--- src/rtl/traffic_conflict_monitor_pkg.sv ---
// Shared types, fault codes and lamp decode for the lamp-side traffic safety monitor.
package traffic_mon_pkg;

  typedef enum logic [1:0] {RED, YEL, GRN, BAD} lamp_state_t;

  typedef enum logic [1:0] {MON_INIT, MON_RUN, MON_FAULT} mon_state_t;

  localparam logic [2:0] FLT_NONE      = 3'd0;
  localparam logic [2:0] FLT_CONFLICT  = 3'd1;
  localparam logic [2:0] FLT_LAMP      = 3'd2;
  localparam logic [2:0] FLT_SEQ       = 3'd3;
  localparam logic [2:0] FLT_SHORT_YEL = 3'd4;
  localparam logic [2:0] FLT_GREEN_TO  = 3'd5;

  // Exactly one lamp lit is legal; dark or multi-hot heads are BAD.
  function automatic lamp_state_t decode_lamp(input logic r, input logic y, input logic g);
    case ({r, y, g})
      3'b100:  return RED;
      3'b010:  return YEL;
      3'b001:  return GRN;
      default: return BAD;
    endcase
  endfunction

endpackage

--- src/rtl/traffic_conflict_monitor_if.sv ---
// Lamp sample inputs, fault clear request and status outputs of the conflict monitor.
interface traffic_conflict_monitor_if;
  logic       ns_red, ns_yellow, ns_green;
  logic       ew_red, ew_yellow, ew_green;
  logic       clear_fault;
  logic       fault;
  logic [2:0] fault_code;
  logic       fault_dir;
  logic       flash_red;
  logic [7:0] ns_phases;
  logic [7:0] ew_phases;

  modport master (
    output ns_red, ns_yellow, ns_green, ew_red, ew_yellow, ew_green, clear_fault,
    input  fault, fault_code, fault_dir, flash_red, ns_phases, ew_phases
  );

  modport slave (
    input  ns_red, ns_yellow, ns_green, ew_red, ew_yellow, ew_green, clear_fault,
    output fault, fault_code, fault_dir, flash_red, ns_phases, ew_phases
  );
endinterface

--- src/rtl/traffic_conflict_monitor_lamp_dwell_tracker.sv ---
// Per-direction previous-state and dwell tracking with sequence/timing violation flags.
module lamp_dwell_tracker
  import traffic_mon_pkg::*;
#(
  parameter int YELLOW_MIN = 4,
  parameter int GREEN_MAX  = 32,
  parameter int DW         = 6
) (
  input  logic        clk,
  input  logic        rst,
  input  lamp_state_t state_i,
  input  logic        init_i,
  output logic        bad_o,
  output logic        seq_err_o,
  output logic        short_yellow_o,
  output logic        timeout_o,
  output logic        phase_done_o
);

  localparam logic [DW-1:0] YEL_MIN_C = DW'(YELLOW_MIN);
  localparam logic [DW-1:0] GRN_MAX_C = DW'(GREEN_MAX);
  localparam logic [DW-1:0] DWELL_SAT = {DW{1'b1}};
  localparam logic [DW-1:0] DWELL_ONE = DW'(1);

  lamp_state_t   prev_q;
  logic [DW-1:0] dwell_q, dwell_d;
  logic          chk;

  assign chk = !init_i;

  always_comb begin
    dwell_d = dwell_q;
    if (init_i || state_i != prev_q) dwell_d = DWELL_ONE;
    else if (dwell_q != DWELL_SAT)   dwell_d = dwell_q + 1'b1;
  end

  always_ff @(posedge clk or posedge rst) begin
    if (rst) begin
      prev_q  <= RED;
      dwell_q <= '0;
    end else begin
      prev_q  <= state_i;
      dwell_q <= dwell_d;
    end
  end

  // Flags look at the state and dwell stored at the previous edge.
  assign bad_o          = (state_i == BAD);
  assign seq_err_o      = chk && ((prev_q == GRN && state_i == RED) ||
                                  (prev_q == YEL && state_i == GRN));
  assign short_yellow_o = chk && prev_q == YEL && state_i != YEL && dwell_q < YEL_MIN_C;
  assign timeout_o      = chk && prev_q == GRN && state_i == GRN && dwell_q == GRN_MAX_C;
  assign phase_done_o   = chk && prev_q == YEL && state_i == RED && dwell_q >= YEL_MIN_C;

endmodule

--- src/rtl/traffic_conflict_monitor.sv ---
// Lamp-side safety monitor: conflict detection, violation priority and fault latching FSM.
module traffic_conflict_monitor
  import traffic_mon_pkg::*;
#(
  parameter int YELLOW_MIN   = 4,
  parameter int NS_GREEN_MAX = 32,
  parameter int EW_GREEN_MAX = 16,
  parameter int DW           = 6
) (
  input logic                        clk,
  input logic                        rst,
  traffic_conflict_monitor_if.slave  mon_if
);

  lamp_state_t ns_st, ew_st;
  mon_state_t  state_q;
  logic        fault_q, dir_q;
  logic [2:0]  code_q;
  logic [7:0]  ns_ph_q, ew_ph_q;
  logic        init_chk;
  logic        ns_bad, ns_seq, ns_sy, ns_to, ns_done;
  logic        ew_bad, ew_seq, ew_sy, ew_to, ew_done;
  logic        conflict, viol_dir;
  logic [2:0]  viol_code;

  assign ns_st    = decode_lamp(mon_if.ns_red, mon_if.ns_yellow, mon_if.ns_green);
  assign ew_st    = decode_lamp(mon_if.ew_red, mon_if.ew_yellow, mon_if.ew_green);
  assign init_chk = (state_q != MON_RUN);

  lamp_dwell_tracker #(.YELLOW_MIN(YELLOW_MIN), .GREEN_MAX(NS_GREEN_MAX), .DW(DW)) u_ns (
    .clk(clk), .rst(rst), .state_i(ns_st), .init_i(init_chk),
    .bad_o(ns_bad), .seq_err_o(ns_seq), .short_yellow_o(ns_sy),
    .timeout_o(ns_to), .phase_done_o(ns_done)
  );

  lamp_dwell_tracker #(.YELLOW_MIN(YELLOW_MIN), .GREEN_MAX(EW_GREEN_MAX), .DW(DW)) u_ew (
    .clk(clk), .rst(rst), .state_i(ew_st), .init_i(init_chk),
    .bad_o(ew_bad), .seq_err_o(ew_seq), .short_yellow_o(ew_sy),
    .timeout_o(ew_to), .phase_done_o(ew_done)
  );

  assign conflict = (ns_st == YEL || ns_st == GRN) && (ew_st == YEL || ew_st == GRN);

  always_comb begin
    viol_code = FLT_NONE;
    viol_dir  = 1'b0;
    if      (conflict) viol_code = FLT_CONFLICT;
    else if (ns_bad)   viol_code = FLT_LAMP;
    else if (ew_bad)   begin viol_code = FLT_LAMP;      viol_dir = 1'b1; end
    else if (ns_seq)   viol_code = FLT_SEQ;
    else if (ew_seq)   begin viol_code = FLT_SEQ;       viol_dir = 1'b1; end
    else if (ns_sy)    viol_code = FLT_SHORT_YEL;
    else if (ew_sy)    begin viol_code = FLT_SHORT_YEL; viol_dir = 1'b1; end
    else if (ns_to)    viol_code = FLT_GREEN_TO;
    else if (ew_to)    begin viol_code = FLT_GREEN_TO;  viol_dir = 1'b1; end
  end

  always_ff @(posedge clk or posedge rst) begin
    if (rst) begin
      state_q <= MON_INIT;
      fault_q <= 1'b0;
      code_q  <= FLT_NONE;
      dir_q   <= 1'b0;
      ns_ph_q <= '0;
      ew_ph_q <= '0;
    end else begin
      case (state_q)
        MON_INIT, MON_RUN: begin
          if (viol_code != FLT_NONE) begin
            state_q <= MON_FAULT;
            fault_q <= 1'b1;
            code_q  <= viol_code;
            dir_q   <= viol_dir;
          end else begin
            state_q <= MON_RUN;
            // Phase flags are already suppressed while in MON_INIT.
            if (ns_done && ns_ph_q != 8'hFF) ns_ph_q <= ns_ph_q + 8'd1;
            if (ew_done && ew_ph_q != 8'hFF) ew_ph_q <= ew_ph_q + 8'd1;
          end
        end
        MON_FAULT: begin
          if (mon_if.clear_fault && ns_st == RED && ew_st == RED) begin
            state_q <= MON_INIT;
            fault_q <= 1'b0;
            code_q  <= FLT_NONE;
            dir_q   <= 1'b0;
          end
        end
        default: state_q <= MON_INIT;
      endcase
    end
  end

  assign mon_if.fault      = fault_q;
  assign mon_if.flash_red  = fault_q;
  assign mon_if.fault_code = code_q;
  assign mon_if.fault_dir  = dir_q;
  assign mon_if.ns_phases  = ns_ph_q;
  assign mon_if.ew_phases  = ew_ph_q;

endmodule

--- src/flat_wrapper.sv ---
// flat-port wrapper written by rule: the top's interface ports become plain ports
module traffic_conflict_monitor_flat import traffic_mon_pkg::*;
#(
  parameter int YELLOW_MIN   = 4,
  parameter int NS_GREEN_MAX = 32,
  parameter int EW_GREEN_MAX = 16,
  parameter int DW           = 6
)
  (clk, rst, mon_if_ns_red, mon_if_ns_yellow, mon_if_ns_green, mon_if_ew_red, mon_if_ew_yellow, mon_if_ew_green, mon_if_clear_fault, mon_if_fault, mon_if_fault_code, mon_if_fault_dir, mon_if_flash_red, mon_if_ns_phases, mon_if_ew_phases);
  traffic_conflict_monitor_if mon_if_i ();
  input logic clk;
  input logic rst;
  input wire logic [$bits(mon_if_i.ns_red)-1:0] mon_if_ns_red;
  input wire logic [$bits(mon_if_i.ns_yellow)-1:0] mon_if_ns_yellow;
  input wire logic [$bits(mon_if_i.ns_green)-1:0] mon_if_ns_green;
  input wire logic [$bits(mon_if_i.ew_red)-1:0] mon_if_ew_red;
  input wire logic [$bits(mon_if_i.ew_yellow)-1:0] mon_if_ew_yellow;
  input wire logic [$bits(mon_if_i.ew_green)-1:0] mon_if_ew_green;
  input wire logic [$bits(mon_if_i.clear_fault)-1:0] mon_if_clear_fault;
  output wire logic [$bits(mon_if_i.fault)-1:0] mon_if_fault;
  output wire logic [$bits(mon_if_i.fault_code)-1:0] mon_if_fault_code;
  output wire logic [$bits(mon_if_i.fault_dir)-1:0] mon_if_fault_dir;
  output wire logic [$bits(mon_if_i.flash_red)-1:0] mon_if_flash_red;
  output wire logic [$bits(mon_if_i.ns_phases)-1:0] mon_if_ns_phases;
  output wire logic [$bits(mon_if_i.ew_phases)-1:0] mon_if_ew_phases;
  assign mon_if_i.ns_red = mon_if_ns_red;
  assign mon_if_i.ns_yellow = mon_if_ns_yellow;
  assign mon_if_i.ns_green = mon_if_ns_green;
  assign mon_if_i.ew_red = mon_if_ew_red;
  assign mon_if_i.ew_yellow = mon_if_ew_yellow;
  assign mon_if_i.ew_green = mon_if_ew_green;
  assign mon_if_i.clear_fault = mon_if_clear_fault;
  assign mon_if_fault = mon_if_i.fault;
  assign mon_if_fault_code = mon_if_i.fault_code;
  assign mon_if_fault_dir = mon_if_i.fault_dir;
  assign mon_if_flash_red = mon_if_i.flash_red;
  assign mon_if_ns_phases = mon_if_i.ns_phases;
  assign mon_if_ew_phases = mon_if_i.ew_phases;
  traffic_conflict_monitor #(.YELLOW_MIN(YELLOW_MIN), .NS_GREEN_MAX(NS_GREEN_MAX), .EW_GREEN_MAX(EW_GREEN_MAX), .DW(DW)) u_core (.clk(clk), .rst(rst), .mon_if(mon_if_i));
endmodule
--- config.mk ---
export PLATFORM = sky130hd
export DESIGN_NAME = traffic_conflict_monitor_flat
export DESIGN_NICKNAME = d
export VERILOG_FILES = /design/src/rtl/traffic_conflict_monitor_pkg.sv /design/src/rtl/traffic_conflict_monitor_if.sv /design/src/rtl/traffic_conflict_monitor_lamp_dwell_tracker.sv /design/src/rtl/traffic_conflict_monitor.sv /design/src/flat_wrapper.sv
export SDC_FILE = /design/constraint.sdc
export NUM_CORES = 1
export LEC_CHECK = 0
export ABC_AREA = 0
export BUFFER_PORTS_ARGS = -buffer_cell sky130_fd_sc_hd__buf_2
export CAP_MARGIN = 15
export CORE_ASPECT_RATIO = 2
export CORE_MARGIN = 1.5
export CORE_UTILIZATION = 55
export DETAILED_ROUTE_END_ITERATION = 16
export PLACE_DENSITY = 0.72
export RECOVER_POWER = 100
export SLEW_MARGIN = 40
export SYNTH_ARGS = -nofsm -noshare
export SYNTH_HDL_FRONTEND = slang
export SYNTH_SLANG_ARGS = --single-unit
--- constraint.sdc ---
create_clock -name clk -period 2.9 [get_ports clk]
set_clock_uncertainty 0.15 [all_clocks]
set_input_delay 0.725 -clock clk [delete_from_list [all_inputs] [get_ports clk]]
set_output_delay 0.725 -clock clk [all_outputs]
set_load 0.02 [all_outputs]
[Word level (Yosys, flattened, before mapping)]
Cells that the tools add are included.
Storage, ports and cells
  bits in registers: 39
  output and inout bits: 22
  word-level logic and storage cells: 130
  input bits: 9
Operators by class
  reduce and logical (&&, ||, !) cells: 45
  order comparisons: 4
  mux-type cells: 35
  bitwise operators: 1
  eq/ne operators: 31
  $add $sub $neg: 4
Operator list (number)
  $mux 3: 11
  $logic_and 1x1->1: 27
  $mux 6: 4
  $add 8x1->8 const B: 2
  $ne 8x8->1 const B: 2
  $eq 2x2->1 const B: 7
  $add 6x1->6 const B: 2
  $ge 6x3->1 const B: 2
  $lt 6x3->1 const B: 2
  $mux 1: 12
  $ne 6x6->1 const B: 2
  $pmux 2 s3: 2
  $eq 2x1->1 const B: 5
  $ne 2x1->1 const B: 5
  $reduce_and 3->1: 3
  $eq 3x1->1 const B: 2
  $eq 3x2->1 const B: 2
  $eq 3x3->1 const B: 2
  $eq 6x5->1 const B: 1
  $eq 6x6->1 const B: 1
  $logic_not 2->1: 3
  $logic_or 1x1->1: 6
  $pmux 3 s2: 1
  $reduce_bool 2->1: 3
  other kinds (8): 11

[Logic depth before layout (Yosys ltp)]
  depth after elaboration: 17
  depth in mapped cells: 10
  mapped depth without buffers: 8

[Hierarchy]
From an unflattened synthesis, not the netlist that was laid out.
Unflattened totals
  cells, all modules: 242
  area total of the unflattened synthesis: 2344.7 µm²
By module, submodules not included
  traffic_conflict_monitor: cells an instance 130, instances 1, seq. area each 575.6 µm², area an instance 1286.2 µm²
  lamp_dwell_tracker (u_core.u_ew): cells an instance 57, instances 1, seq. area each 200.2 µm², area an instance 541.8 µm²
  lamp_dwell_tracker (u_core.u_ns): cells an instance 55, instances 1, seq. area each 200.2 µm², area an instance 516.7 µm²

[Least setup slack after synthesis]
OpenSTA, ideal clock, no wires.
  path type: input to register
  from: in mon_if_ew_yellow
  to: reg u_core.code_q[0], in the netlist u_core.mon_if.fault_code[0]
  slack: -0.358 ns
  library setup time: 0.122 ns
  path buffers: 2
  arrival time: 2.987 ns
  data required time: 2.628 ns
  cell stages on the path: 9
  path through: or3b_2 > ha_1 > buf_2 > nor2b_1 > o221a_2 > o211ai_2 > buf_2 > nand2_1 > a32o_1
On the way
  word-level cells in the longest chain between the ends: 17
  elaborated cells between the ends (all ways): 35
  those cells by class: eq/ne (9); mux (12); reduce/logical (14)
RTL lines
  start: declaration: line flat_wrapper.sv:17  | input wire logic [$bits(mon_if_i.ew_yellow)-1:0] mon_if_ew_yellow;
  $eq 3x1->1, or another cell as far along: line traffic_conflict_monitor_pkg.sv:17  | case ({r, y, g})
  $pmux 2 s3 *: line traffic_conflict_monitor_pkg.sv:17
  $eq 2x2->1: line traffic_conflict_monitor_lamp_dwell_tracker.sv:50, traffic_conflict_monitor_lamp_dwell_tracker.sv:52, traffic_conflict_monitor.sv:42
  $logic_and 1x1->1 (2 in series): line traffic_conflict_monitor_lamp_dwell_tracker.sv:52  | assign timeout_o = chk && prev_q == GRN && state_i == GRN && dwell_q == GRN_MAX_C;
  $mux 3: line traffic_conflict_monitor.sv:55  | else if (ew_to) begin viol_code = FLT_GREEN_TO; viol_dir = 1'b1; end
  $mux 3: line traffic_conflict_monitor.sv:54  | else if (ns_to) viol_code = FLT_GREEN_TO;
  $mux 3: line traffic_conflict_monitor.sv:53  | else if (ew_sy) begin viol_code = FLT_SHORT_YEL; viol_dir = 1'b1; end
  $mux 3: line traffic_conflict_monitor.sv:52  | else if (ns_sy) viol_code = FLT_SHORT_YEL;
  $mux 3: line traffic_conflict_monitor.sv:51  | else if (ew_seq) begin viol_code = FLT_SEQ; viol_dir = 1'b1; end
  $mux 3: line traffic_conflict_monitor.sv:50  | else if (ns_seq) viol_code = FLT_SEQ;
  $mux 3: line traffic_conflict_monitor.sv:49  | else if (ew_bad) begin viol_code = FLT_LAMP; viol_dir = 1'b1; end
  $mux 3: line traffic_conflict_monitor.sv:48  | else if (ns_bad) viol_code = FLT_LAMP;
  $mux 3: line traffic_conflict_monitor.sv:47  | if (conflict) viol_code = FLT_CONFLICT;
  $reduce_bool 3->1: line traffic_conflict_monitor.sv:69  | if (viol_code != FLT_NONE) begin
  $ne 2x1->1 (no line)
  $reduce_and 3->1 (no line)
  end signal: assignment: line traffic_conflict_monitor.sv:72  | code_q <= viol_code;
  end: declaration: line traffic_conflict_monitor.sv:18  | logic [2:0] code_q;
Every way passes the cells marked *; elsewhere a longest branch is shown, timed or not. The select of a mux whose other input is x is not followed.
A chain may end at the register's enable or synchronous reset.

[Worst setup path after layout]
  from: in mon_if_ew_red
  to: reg u_core.ns_ph_q[1], in the netlist u_core.mon_if.ns_phases[1]
On the way
  word-level cells in the longest chain between the ends: 17
  elaborated cells between the ends (all ways): 31
  those cells by class: eq/ne (7); mux (10); bitwise (1); reduce/logical (13)
RTL lines
  start: declaration: line flat_wrapper.sv:16  | input wire logic [$bits(mon_if_i.ew_red)-1:0] mon_if_ew_red;
  $eq 3x1->1, or another cell as far along: line traffic_conflict_monitor_pkg.sv:17
  $pmux 2 s3 *: line traffic_conflict_monitor_pkg.sv:17
  $eq 2x2->1: line traffic_conflict_monitor_lamp_dwell_tracker.sv:50, traffic_conflict_monitor_lamp_dwell_tracker.sv:52, traffic_conflict_monitor.sv:42
  $logic_and 1x1->1 (2 in series): line traffic_conflict_monitor_lamp_dwell_tracker.sv:52
  $mux 3: line traffic_conflict_monitor.sv:55
  $mux 3: line traffic_conflict_monitor.sv:54
  $mux 3: line traffic_conflict_monitor.sv:53
  $mux 3: line traffic_conflict_monitor.sv:52
  $mux 3: line traffic_conflict_monitor.sv:51
  $mux 3: line traffic_conflict_monitor.sv:50
  $mux 3: line traffic_conflict_monitor.sv:49
  $mux 3: line traffic_conflict_monitor.sv:48
  $mux 3 *: line traffic_conflict_monitor.sv:47
  $reduce_bool 3->1 *: line traffic_conflict_monitor.sv:69
  $not 1->1 (no line) *
  $reduce_and 3->1 (no line) *
  end signal: assignment: line traffic_conflict_monitor.sv:77  | if (ns_done && ns_ph_q != 8'hFF) ns_ph_q <= ns_ph_q + 8'd1;
  end: declaration: line traffic_conflict_monitor.sv:19  | logic [7:0] ns_ph_q, ew_ph_q;
Every way passes the cells marked *; elsewhere a longest branch is shown, timed or not.

==> impl_metrics.py <==
metrics = {
    "power_and_ir_drop": {
        "power_frac_comb_pct": 24.0,
        "pwr-share-clk_pct": 32.1,
        "power.density_nw_per_um2": 426,
        "power.sequential.fraction_pct": 44.0,
        "total_leakage_power_nw": 1.50,
        "power_mw": 1.40,
        "switchingPower_mw": 0.421,
        "internal_power_mw": 0.983,
        "peakVddDrop_mv": 0.473,
        "swShare_pct": 30.0,
    },
    "placed_design": {
        "gp_congestion": 0.848,
        "portBuffers": 30,
        "hpwl_um": 4640,
        "place_ws_ns": -0.282,
        "placed_cells": 374,
        "placement.cell_area_um2": 3090,
    },
    "timing": {
        "layout_setup_ws_ns": 0.0351,
        "layout_min_cycle_time_ns": 2.86,
        "maxSlewViolCount": 0,
        "final-setup-viol-count": 0,
        "hold_viol": 0,
        "period_share_pct": 98.8,
        "fmax_ghz": 0.349,
        "max-slew-margin-rel_pct": 35.3,
        "tightest_slew_ns": 0.970,
    },
    "logic_synthesis": {
        "synth-seq-area-share_pct": 38.4,
        "ys_ff_latch": 39,
        "synthesis.yosys.warnings": 0,
        "synth_nets": 282,
        "syn_area_per_cell_um2": 9.75,
        "async_reset_ff_share_pct": 100,
        "yosysUniqueCellTypes": 59,
        "synth_area_leaders": "dfrtp_1 38%, ha_1 5.9%, xor2_1 5.5%, nor4_2 3.9%, a21oi_1 2.8%",
        "ys.flop_type": "dfrtp_1",
        "yosysTopAreaCellShare_pct": 38.4,
        "synth-edff-count": 0,
        "postSynthCellCount": 261,
        "post-synth-top-area-cell": "dfrtp_1",
        "syn_area_um2": 2540,
    },
    "grt": {
        "grt_max_degree": 40,
        "busiest_layer": "met2",
        "gr-usage-all-layers_pct": 26.2,
        "grtUsageMet1_pct": 26.4,
        "grt_use_met2_pct": 50.8,
        "grt_pass1_wl_um": 10300,
        "antenna_found_initial": 0,
        "use_met3_pct": 3.45,
        "grt_pass1_vias": 2350,
        "grt_overflow": 0,
    },
    "critical_path": {
        "cp_max_fo": 3,
        "rr_startpoint": "u_core.mon_if.ns_phases[0]",
        "r2r-end": "u_core.mon_if.ns_phases[1]",
        "r2r_slack_ns": 0.40,
        "crit_end": "u_core.mon_if.ns_phases[1]",
        "cpMaxStageDelayCell": "or4_4",
        "crit_type": "in2reg",
        "cp.arrival_ns": 2.89,
        "path_cells": "buf_2, or3b_4, ha_4, nor2_2, a221oi_4, nand3_2, or4_4, mux2_4",
        "critPathLaunch": "mon_if_ew_red",
        "ff2ff_path_depth": 6,
        "required_ns": 2.92,
        "critPathCaptureType": "flop",
        "crit_path_max_incr_delay_ns": 0.55,
        "crit_path_start_kind": "input pin",
    },
    "run_status": {
        "status": "complete, no violations",
    },
    "cts": {
        "cts-root-buf": "clkbuf_8",
        "clk_latency_ns": 0.29,
        "clock-sinks": 39,
        "cts_max_level": 2,
        "cts.reportedPaths.clkPinSlew_ns": 0.08,
        "post_cts_buffers": 0,
        "clk_path_buf_depth": 2,
        "cts_tree": "built",
        "cts_buffers": 5,
    },
    "final_layout": {
        "fillers": 341,
        "mostFrequentLayoutCell": "dfrtp_1",
        "final_cell_mix": "39 x dfrtp_1, 33 x buf_4, 22 x clkbuf_1",
        "final-seq-area_um2": 976,
        "syn_to_final_growth_pct": 29.7,
        "finalNonFillerCells": 382,
        "drive_gt1_share_pct": 28.4,
        "postLayoutCellArea_um2": 3300,
        "nets": 348,
        "multi_input_area_um2": 1650,
        "diodes": 0,
    },
    "die": {
        "dieWidth_um": 51.1,
        "rows": 34,
        "start_util_pct": 58.1,
        "core_area_um2": 4380,
        "die_area_um2": 5070,
        "ios": 31,
        "die_h_um": 99.2,
    },
    "detailed_routing": {
        "first_pass_iters": 4,
        "viasPerCell": 5.83,
        "drtIter0Drc": 41,
        "final_antenna_net_count": 0,
        "vias": 2226,
        "route.detailed.drc": 0,
        "wl_per_cell_um": 16.0,
        "drt-total-wl_um": 6110,
    },
    "run": {
        "drv_cap": 0,
    },
    "worst_hold_path": {
        "min_path_type": "reg2reg",
    },
}
[layout make-up]
| class | instances | area share [%] |
|---|---|---|
| inverters | 18 | 2.05 |
| clock inverters | 3 | 1.33 |
| repair buffers | 67 | 13.0 |
| clock buffers | 5 | 2.09 |
| flip-flops and latches | 39 | 29.6 |
| well taps | 54 | 2.05 |
| multi-input cells | 196 | 49.9 |
[worst min path at each step]
stage | from | to | cells after the start
2_1_floorplan | u_core.u_ns.dwell_q[0] | u_core.u_ns.dwell_q[0] | 2
3_3_place_gp | u_core.mon_if.ew_phases[6] | u_core.mon_if.ew_phases[6] | 1
3_5_place_dp | u_core.mon_if.ew_phases[6] | u_core.mon_if.ew_phases[6] | 1
4_1_cts | u_core.mon_if.ew_phases[6] | u_core.mon_if.ew_phases[6] | 1
5_1_grt | u_core.mon_if.ew_phases[6] | u_core.mon_if.ew_phases[6] | 1
6_report | u_core.mon_if.ns_phases[5] | u_core.mon_if.ns_phases[5] | 1
[Yosys cell counts (all sizes together) (2+ instances only)]
cell	count
or2	2
a21o	2
nand4	5
a211oi	3
nor3b	4
xor2	16
nor2b	5
o22ai	2
nand2b	5
a32o	3
buf	7
a311o	2
nand4b	3
and2	2
nand2	16
or3b	5
a21oi	14
nor2	13
nor4	15
dfrtp	39
and4	2
a31oi	4
o21ai	3
inv	18
nand3	13
nor3	7
o32a	2
or3	3
and3	6
ha	12
o211ai	2
o21a	2
xnor2	7
mux2	2
or4b	2
[worst max-delay path: cells and delay by family]
| family | cells | cell delay [ns] |
|---|---|---|
| buf+inv | 1 | 0.11 |
| fa+ha+maj | 1 | 0.29 |
| simple gates | 4 | 1.16 |
| mux | 1 | 0.30 |
| compound gates | 1 | 0.30 |
[power groups by stage]
| stage | logic, mW | clock network [mW] | registers, mW |
|---|---|---|---|
| 6_report | 0.337 | 0.450 | 0.617 |
| 5_1_grt | 0.363 | 0.479 | 0.624 |
| 4_1_cts | 0.316 | 0.461 | 0.613 |
| 3_5_place_dp | 0.314 | 0 | 0.624 |
| 3_3_place_gp | 0.310 | 0 | 0.622 |
| 2_1_floorplan | 0.205 | 0 | 0.630 |
[registers in the layout, indices dropped and copies added, names as in the netlist]
name and cells:
u_core.state_q 2, u_core.mon_if.ew_phases 8, u_core.u_ew.prev_q 2, u_core.mon_if.fault_dir 1, u_core.u_ns.prev_q 2, u_core.u_ns.dwell_q 6
u_core.mon_if.ns_phases 8, u_core.u_ew.dwell_q 6, u_core.mon_if.fault 1, u_core.mon_if.fault_code 3
[metrics by stage]
step	utilization (%)	TNS, ns	hold WS (ns)
3_5_place_dp	70.5	-4.70	0.327
4_1_cts	73.1	0	0.343
5_1_grt	75.3	-0.133	0.361
3_3_place_gp	70.5	-4.27	0.324
2_1_floorplan	-	-0.222	0.383
6_report	75.3	0	0.339
[layer usage]
metal | vias to the layer above | share of wire, %
met5 | - | 0
met4 | 0 | 1.6
met3 | 8 | 1.8
met2 | 26 | 60
met1 | 1101 | 37
li1 | 1091 | -
[what timing repair did]
action	in CTS	in global routing
hold endpoints to repair	0	0
endpoints found under the setup margin	0	16
hold buffers	0	0
gates resized for setup	0	23
[cell families after synthesis]
logic type | count (synthesis) | share of synthesized area (%)
buffers and inverters | 26 | 4.43
and+or+nand+nor | 111 | 27.6
xor gates and xnor gates | 23 | 7.92
adders and majority gates | 12 | 5.90
AOI/OAI and AO/OA | 47 | 14.3
DFF | 39 | 38.4
muxes | 3 | 1.43
Note: power is estimated with default switching activity, not from simulation.
